<file path="src/rtl/register_file_if.sv">
// Write-back / register-read bundle between the pipeline and the register file.
// The master side (pipeline) drives the write-back triple and the read indices;
// the slave side (register file) returns read data and the commit counter.
interface register_file_if #(
    parameter int DATA_W = 32,
    parameter int ADDR_W = 5
);
    logic              RegWrite;
    logic [ADDR_W-1:0] WB_RegDest;
    logic [DATA_W-1:0] WB_WriteReg;
    logic [ADDR_W-1:0] ReadReg1;
    logic [ADDR_W-1:0] ReadReg2;
    logic [DATA_W-1:0] ReadData1;
    logic [DATA_W-1:0] ReadData2;
    logic [ADDR_W-1:0] DbgAddr;
    logic [DATA_W-1:0] DbgData;
    logic [31:0]       WriteCount;

    modport master (
        output RegWrite, WB_RegDest, WB_WriteReg, ReadReg1, ReadReg2, DbgAddr,
        input  ReadData1, ReadData2, DbgData, WriteCount
    );

    modport slave (
        input  RegWrite, WB_RegDest, WB_WriteReg, ReadReg1, ReadReg2, DbgAddr,
        output ReadData1, ReadData2, DbgData, WriteCount
    );
endinterface

</file>
<file path="src/rtl/register_file.sv">
// Architectural register file: one write-back port, two combinational ID read
// ports with optional same-cycle write-to-read bypass, a never-bypassed debug
// read port and a free-running count of committed writes.
module register_file #(
    parameter int DATA_W = 32,
    parameter int ADDR_W = 5,
    parameter int BYPASS = 1
) (
    input  logic clk,
    input  logic reset,
    register_file_if.slave bus
);
    localparam int DEPTH = 1 << ADDR_W;

    logic [DATA_W-1:0] regs [DEPTH];
    logic [31:0]       write_count;
    logic              commit;
    logic              bypass_live;
    logic [DATA_W-1:0] read_data1;
    logic [DATA_W-1:0] read_data2;
    logic [DATA_W-1:0] dbg_data;

    // Register 0 is hardwired to zero, so a write aimed at it is not a commit.
    assign commit      = bus.RegWrite && (bus.WB_RegDest != '0);
    // Bypass only forwards a write that will actually land at the next edge.
    assign bypass_live = (BYPASS != 0) && commit && !reset;

    // Resolve one ID read port: r0 and reset force zero, then bypass, then storage.
    function automatic logic [DATA_W-1:0] resolve_read(
        input logic [ADDR_W-1:0] idx,
        input logic [DATA_W-1:0] stored,
        input logic              fwd_en,
        input logic [ADDR_W-1:0] fwd_idx,
        input logic [DATA_W-1:0] fwd_data,
        input logic              in_reset
    );
        logic [DATA_W-1:0] value;
        value = stored;
        if (fwd_en && (idx == fwd_idx))
            value = fwd_data;
        if (in_reset || (idx == '0))
            value = '0;
        return value;
    endfunction

    // Storage update: asynchronous clear, otherwise commit one write per edge.
    always_ff @(posedge clk or posedge reset) begin
        if (reset) begin
            for (int i = 0; i < DEPTH; i++)
                regs[i] <= '0;
        end else if (commit) begin
            regs[bus.WB_RegDest] <= bus.WB_WriteReg;
        end
    end

    // Committed-write counter; wraps naturally at 32 bits.
    always_ff @(posedge clk or posedge reset) begin
        if (reset)
            write_count <= '0;
        else if (commit)
            write_count <= write_count + 32'd1;
    end

    // Combinational read ports; the debug port always shows committed state.
    always_comb begin
        read_data1 = '0;
        read_data2 = '0;
        dbg_data   = '0;
        read_data1 = resolve_read(bus.ReadReg1, regs[bus.ReadReg1], bypass_live,
                                  bus.WB_RegDest, bus.WB_WriteReg, reset);
        read_data2 = resolve_read(bus.ReadReg2, regs[bus.ReadReg2], bypass_live,
                                  bus.WB_RegDest, bus.WB_WriteReg, reset);
        dbg_data   = resolve_read(bus.DbgAddr, regs[bus.DbgAddr], 1'b0,
                                  bus.WB_RegDest, bus.WB_WriteReg, reset);
    end

    assign bus.ReadData1  = read_data1;
    assign bus.ReadData2  = read_data2;
    assign bus.DbgData    = dbg_data;
    assign bus.WriteCount = write_count;
endmodule

</file>
<file path="src/flat_wrapper.sv">
// flat-port wrapper written by rule: the top's interface ports become plain ports
module register_file_flat 
#(
    parameter int DATA_W = 32,
    parameter int ADDR_W = 5,
    parameter int BYPASS = 1
)
  (clk, reset, bus_RegWrite, bus_WB_RegDest, bus_WB_WriteReg, bus_ReadReg1, bus_ReadReg2, bus_DbgAddr, bus_ReadData1, bus_ReadData2, bus_DbgData, bus_WriteCount);
  register_file_if #(.DATA_W(DATA_W), .ADDR_W(ADDR_W)) bus_i ();
  input  logic clk;
  input  logic reset;
  input wire logic [$bits(bus_i.RegWrite)-1:0] bus_RegWrite;
  input wire logic [$bits(bus_i.WB_RegDest)-1:0] bus_WB_RegDest;
  input wire logic [$bits(bus_i.WB_WriteReg)-1:0] bus_WB_WriteReg;
  input wire logic [$bits(bus_i.ReadReg1)-1:0] bus_ReadReg1;
  input wire logic [$bits(bus_i.ReadReg2)-1:0] bus_ReadReg2;
  input wire logic [$bits(bus_i.DbgAddr)-1:0] bus_DbgAddr;
  output wire logic [$bits(bus_i.ReadData1)-1:0] bus_ReadData1;
  output wire logic [$bits(bus_i.ReadData2)-1:0] bus_ReadData2;
  output wire logic [$bits(bus_i.DbgData)-1:0] bus_DbgData;
  output wire logic [$bits(bus_i.WriteCount)-1:0] bus_WriteCount;
  assign bus_i.RegWrite = bus_RegWrite;
  assign bus_i.WB_RegDest = bus_WB_RegDest;
  assign bus_i.WB_WriteReg = bus_WB_WriteReg;
  assign bus_i.ReadReg1 = bus_ReadReg1;
  assign bus_i.ReadReg2 = bus_ReadReg2;
  assign bus_i.DbgAddr = bus_DbgAddr;
  assign bus_ReadData1 = bus_i.ReadData1;
  assign bus_ReadData2 = bus_i.ReadData2;
  assign bus_DbgData = bus_i.DbgData;
  assign bus_WriteCount = bus_i.WriteCount;
  register_file #(.DATA_W(DATA_W), .ADDR_W(ADDR_W), .BYPASS(BYPASS)) u_core (.clk(clk), .reset(reset), .bus(bus_i));
endmodule
</file>
<file path="config.mk">
export PLATFORM = sky130hd
export DESIGN_NAME = register_file_flat
export DESIGN_NICKNAME = d
export VERILOG_FILES = /design/src/rtl/register_file_if.sv /design/src/rtl/register_file.sv /design/src/flat_wrapper.sv
export SDC_FILE = /design/constraint.sdc
export NUM_CORES = 2
export LEC_CHECK = 0
export CAP_MARGIN = 20
export CORE_AREA = 2 2 348 350
export CTS_CLUSTER_DIAMETER = 40
export CTS_CLUSTER_SIZE = 20
export DETAILED_ROUTE_END_ITERATION = 8
export DIE_AREA = 0 0 350 352
export PLACE_DENSITY = 0.81
export SLEW_MARGIN = 20
export SYNTH_ARGS = -nofsm -noshare
export SYNTH_HDL_FRONTEND = slang
export SYNTH_SLANG_ARGS = --single-unit
</file>
<file path="constraint.sdc">
create_clock -name clk -period 87.6 [get_ports clk]
set_input_delay 26.28 -clock clk [delete_from_list [all_inputs] [get_ports clk]]
set_output_delay 26.28 -clock clk [all_outputs]
set_load 0.02 [all_outputs]
</file>
Yosys cells after proc, flatten, opt, wreduce, memory -nomap -nowiden

Index checks and enable logic that the tools add are counted.

Register bits: 1056
Input bits: 55
Output and inout port bits: 128
Word-level logic and storage cells: 75

$add $sub $neg: 1
$lt $le $gt $ge: 5
Eq/ne operators: 2
Multiplexer cells: 17
Bitwise logic cells: 4
Reduce and logical (&&, ||, !) cells: 13

Operator list:

| cell                                                       | count |
|---|---|
| bitwise mux 1024 bit                                       | 1 |
| binary-select mux 32 bit (select 5 bit)                    | 3 |
| 2-to-1 mux 32 bit                                          | 12 |
| demux 32 bit (select 5 bit)                                | 1 |
| adder 32 x 1 -> 32 bit, second input constant              | 1 |
| >= comparator 6 bit, second input constant                 | 4 |
| inverter 5 -> 6 bit                                        | 4 |
| logical NOT 5 bit                                          | 3 |
| equality test 5 bit                                        | 2 |
| less-than comparator 6 x 1 -> 1 bit, second input constant | 1 |
| logical AND 1 bit                                          | 5 |
| nonzero test 5 bit                                         | 1 |
| logical OR 1 bit                                           | 3 |
| logical NOT 1 bit                                          | 1 |

Depth between registers and ports, before layout

Depth after elaboration: 6
Mapped depth: 9
Depth with buffers taken out: 5

Worst setup path before layout

Ideal clock, no wire load.

Kind: input-to-output
Start: input reset
End: output bus_ReadData2[0]
Data arrival time: 52.462 ns
Data required time: 61.320 ns
Setup slack: 8.858 ns
Stages: 5
Path buffers: 1
Cells stage by stage: inv_1 -> o311ai_2 -> buf_2 -> a21oi_1 -> a211o_1

Cells in the longest elaborated chain, start to end: 5
Elaborated cells on any way between the ends: 6
Those cells by class: 2 x mux; 4 x reduce/logical

Ends and longest elaborated chain:

| element             | line                | text |
|---|---|---|
| start, declared     | flat_wrapper.sv:11  | `input logic reset;` |
| logical NOT 1 bit   | register_file.sv:26 | `assign bypass_live = (BYPASS != 0) && commit && !reset;` |
| logical AND 1 bit   | register_file.sv:26 |  |
| logical AND 1 bit   | register_file.sv:39 | `if (fwd_en && (idx == fwd_idx))` |
| 2-to-1 mux 32 bit   | register_file.sv:39 |  |
| 2-to-1 mux 32 bit * | register_file.sv:41 | `if (in_reset \|\| (idx == '0))` |
| end, declared       | flat_wrapper.sv:19  | `output wire logic [$bits(bus_i.ReadData2)-1:0] bus_ReadData2;` |

Every way passes the cells marked *; elsewhere a longest branch is shown, timed or not.

Worst setup path after layout

Start: input bus_DbgAddr[1]
End: output bus_DbgData[3]

Cells in the longest elaborated chain, start to end: 5
Elaborated cells on any way between the ends: 7
Those cells by class: 4 x mux; 1 x bitwise; 2 x reduce/logical

Ends and longest elaborated chain:

| element                                               | line                | text |
|---|---|---|
| start, declared                                       | flat_wrapper.sv:17  | `input wire logic [$bits(bus_i.DbgAddr)-1:0] bus_DbgAddr;` |
| inverter 5 -> 6 bit (not written as such)             | register_file.sv:73 | `dbg_data = resolve_read(bus.DbgAddr, regs[bus.DbgAddr], 1'b0,` |
| binary-select mux 32 bit (select 5 bit)               | register_file.sv:73 |  |
| 2-to-1 mux 32 bit (not written as such) (2 in series) | register_file.sv:73 |  |
| 2-to-1 mux 32 bit *                                   | register_file.sv:41 |  |
| end, declared                                         | flat_wrapper.sv:20  | `output wire logic [$bits(bus_i.DbgData)-1:0] bus_DbgData;` |

Every way passes the cells marked *; elsewhere a longest branch is shown, timed or not. The select of a mux whose other input is x is not followed.

==> results.json <==
{
  "cap_violations": 0,
  "post_drt_via_cell_ratio": 7.61,
  "cts_resized": 0,
  "cts_buffers": 142,
  "fin_crit_sh": 0.660,
  "critPathKind": "primary input to output pin",
  "rsz0062_at_grt": "false",
  "root_buffer": "clkbuf_16",
  "ant_nets": 0,
  "final_util": 0.611,
  "postCtsSetupBuffers": 0,
  "grt_use_total": 0.361,
  "crit_path_start_kind": "primary input",
  "grt_pass1_vias": 49900,
  "rr_worst_depth": 5,
  "cts_hold_buf": 0,
  "timing.critical_path.from": "bus_DbgAddr[1]",
  "clock_skew_ns": 0.0136,
  "placed_cells": 6308,
  "reg2reg_to": "u_core.bus.WriteCount[29]",
  "tightest_slew_ns": 1.25,
  "die_x_um": 350,
  "fin_crit_ns": 57.85,
  "ys_seq_area_frac": 0.404,
  "wl_um": 224000,
  "antenna_found_initial": 14,
  "finalHoldViolCount": 0,
  "outcome": "finished, final reports clean",
  "hpwlAfterDp_um": 117000,
  "async_flop_share": 1.00,
  "fmax_ghz": 0.0173,
  "area_growth_pct": 11.5,
  "pre_cts_ws_ns": 30.07,
  "grt_max_degree": 173,
  "critPathCapture": "bus_DbgData[3]",
  "setup_ws_ns": 29.75,
  "synth_cells": 4970,
  "first_pass_iters": 7,
  "insertion_delay_ns": 0.75,
  "ys_types": 57,
  "cts_sinks": 1056,
  "initial_core_util": 0.548,
  "peakVddDrop_mv": 0.0152,
  "drc": 0,
  "ys.flop_type": "dfrtp_1",
  "synth_edf_count": 0,
  "dieArea_um2": 123000,
  "min_from": "u_core.regs[997]",
  "syn_area_um2": 65400,
  "finalNonFillerCells": 6581,
  "crit_required_ns": 61.32,
  "gp_congestion": 0.859,
  "core_area_um2": 119000,
  "avgRoutedWirePerCell_um": 34.0,
  "syn_area_per_cell_um2": 13.2,
  "htreeDepth": 4,
  "tns_ns": 0,
  "syn_nets": 5026,
  "path_max_fanout": 66,
  "slew_headroom": 0.169,
  "drv_slew": 0,
  "r2r_start": "u_core.bus.WriteCount[2]",
  "cellPowerDensity_nw_per_um2": 22.7,
  "clock_path_buffers": 3,
  "fill_cells": 8683,
  "p_leak_nw": 31.1,
  "clk_pin_slew_ns": 0.05,
  "critPathCaptureType": "output pin",
  "grt_overflow": 0,
  "cts_tree": "yes",
  "drive_above_1_share": 0.406,
  "grt_first_pass_wirelength_um": 329000,
  "vias": 50100,
  "min_path_type": "flop to flop",
  "io_pins": 183,
  "drt-initial-drc-count": 7122,
  "synth-seq-cells": 1056,
  "port_buffers": 182,
  "num_rows": 127,
  "ys_warn_count": 0,
  "arrival_ns": 31.57,
  "setup_viol": 0,
  "fin_nets": 4898,
  "dieHeight_um": 352,
  "r2r_slack_ns": 85.56
}
final cells by class:
class                      instances  area [um2]  share of cell area
multi-input combinational       3344       36800               0.505
sequential                      1056       26400               0.362
clock buffer                     171        3890              0.0533
timing repair buffer             291        2650              0.0364
tap                             1612        2020              0.0277
clock inverter                    91        1070              0.0147
inverter                           7        35.0            0.000480
antenna                            9        22.5            0.000309
critical path: stages:
cell and delay [ns]:
buf_8 0.32, buf_4 0.63, buf_4 0.96, nand2b_4 0.54
buf_4 0.63, o21ai_0 0.41, o32ai_1 0.13, a2111o_1 0.44
o21ai_0 0.35, clkdlybuf4s50_1 0.75
per-layer routing:
layer | up-vias | wire length [um] | GRT usage | share of wire
met5 | - | 99 | 0.00667 | 0.00044
met4 | 12 | 16500 | 0.230 | 0.074
met3 | 1115 | 33300 | 0.139 | 0.15
met2 | 4208 | 96300 | 0.515 | 0.43
met1 | 25400 | 77600 | 0.460 | 0.35
li1 | 19400 | - | - | -
worst min-delay path by stage:
| stage | end | depth (start not counted) | slack, ns |
|---|---|---|---|
| global route | u_core.regs[995] | 0 | 0.44 |
| global placement | u_core.regs[1012] | 0 | 0.40 |
| detailed placement | u_core.regs[1014] | 0 | 0.41 |
| floorplan | u_core.regs[1000] | 1 | 0.47 |
| finish | u_core.regs[997] | 0 | 0.43 |
| CTS | u_core.regs[1008] | 0 | 0.42 |
cell usage after synthesis (all sizes together) (33+ instances only):
master | n | area [um2]
a221oi | 128 | 1120
a211o | 64 | 561
a22oi | 192 | 1440
o21bai | 64 | 480
xnor2 | 33 | 289
nor2 | 235 | 882
mux4 | 512 | 11500
o21ai | 72 | 372
nor4 | 38 | 259
mux2 | 1024 | 11500
buf | 259 | 1310
a21oi | 193 | 966
nor3 | 38 | 200
mux2i | 480 | 4800
clkbuf | 304 | 1140
dfrtp | 1056 | 26400
cells by family after synthesis:
kind of cell / share of synthesized area
multiplexers: 0.426
adder cells (fa/ha/maj): 0.000191
flip-flops: 0.404
AO/OA/AOI/OAI: 0.0972
XOR/XNOR: 0.00549
AND/OR/NAND/NOR: 0.0293
buffers and inverters: 0.0379
report_power, final:
group          leakage, nW  switching (mW)  total (mW)  internal, mW
clock network         2.41           0.243       0.604         0.362
logic                 15.1           0.171       0.381         0.210
registers             13.6          0.0924       0.672         0.579
registers in the layout, indices dropped and copies added (netlist names):
register	cells
u_core.bus.WriteCount	32
u_core.regs	1024
stage by stage:
stage	area, um2	power, mW	hold slack (ns)
floorplan	65400	0.936	0.469
global placement	68000	1.02	0.403
detailed placement	68000	1.04	0.409
CTS	72900	1.65	0.423
global route	72900	1.71	0.436
finish	72900	1.66	0.428
cells in the final DEF, fill, tap and decap left out, types with 21 or more instances in the layout:
cell type | Yosys | final
nor4_1 | 36 | 35
buf_4 | 19 | 103
nor3_1 | 36 | 36
a2111oi_0 | 25 | 25
a21oi_1 | 193 | 193
mux2_2 | 1023 | 1023
a21o_1 | 25 | 25
xnor2_1 | 33 | 33
dfrtp_1 | 1056 | 1056
buf_2 | 179 | 22
clkdlybuf4s50_1 | 0 | 153
a22oi_1 | 192 | 192
o32ai_1 | 32 | 32
a221oi_1 | 128 | 128
a211o_1 | 64 | 64
mux4_2 | 512 | 512
mux2i_1 | 480 | 480
o221ai_1 | 32 | 32
nor2_1 | 235 | 217
o21bai_1 | 64 | 64
clkinv_2 | 0 | 21
clkbuf_16 | 0 | 147
o21ai_0 | 71 | 71
Note: power is estimated with default switching activity, not from simulation.
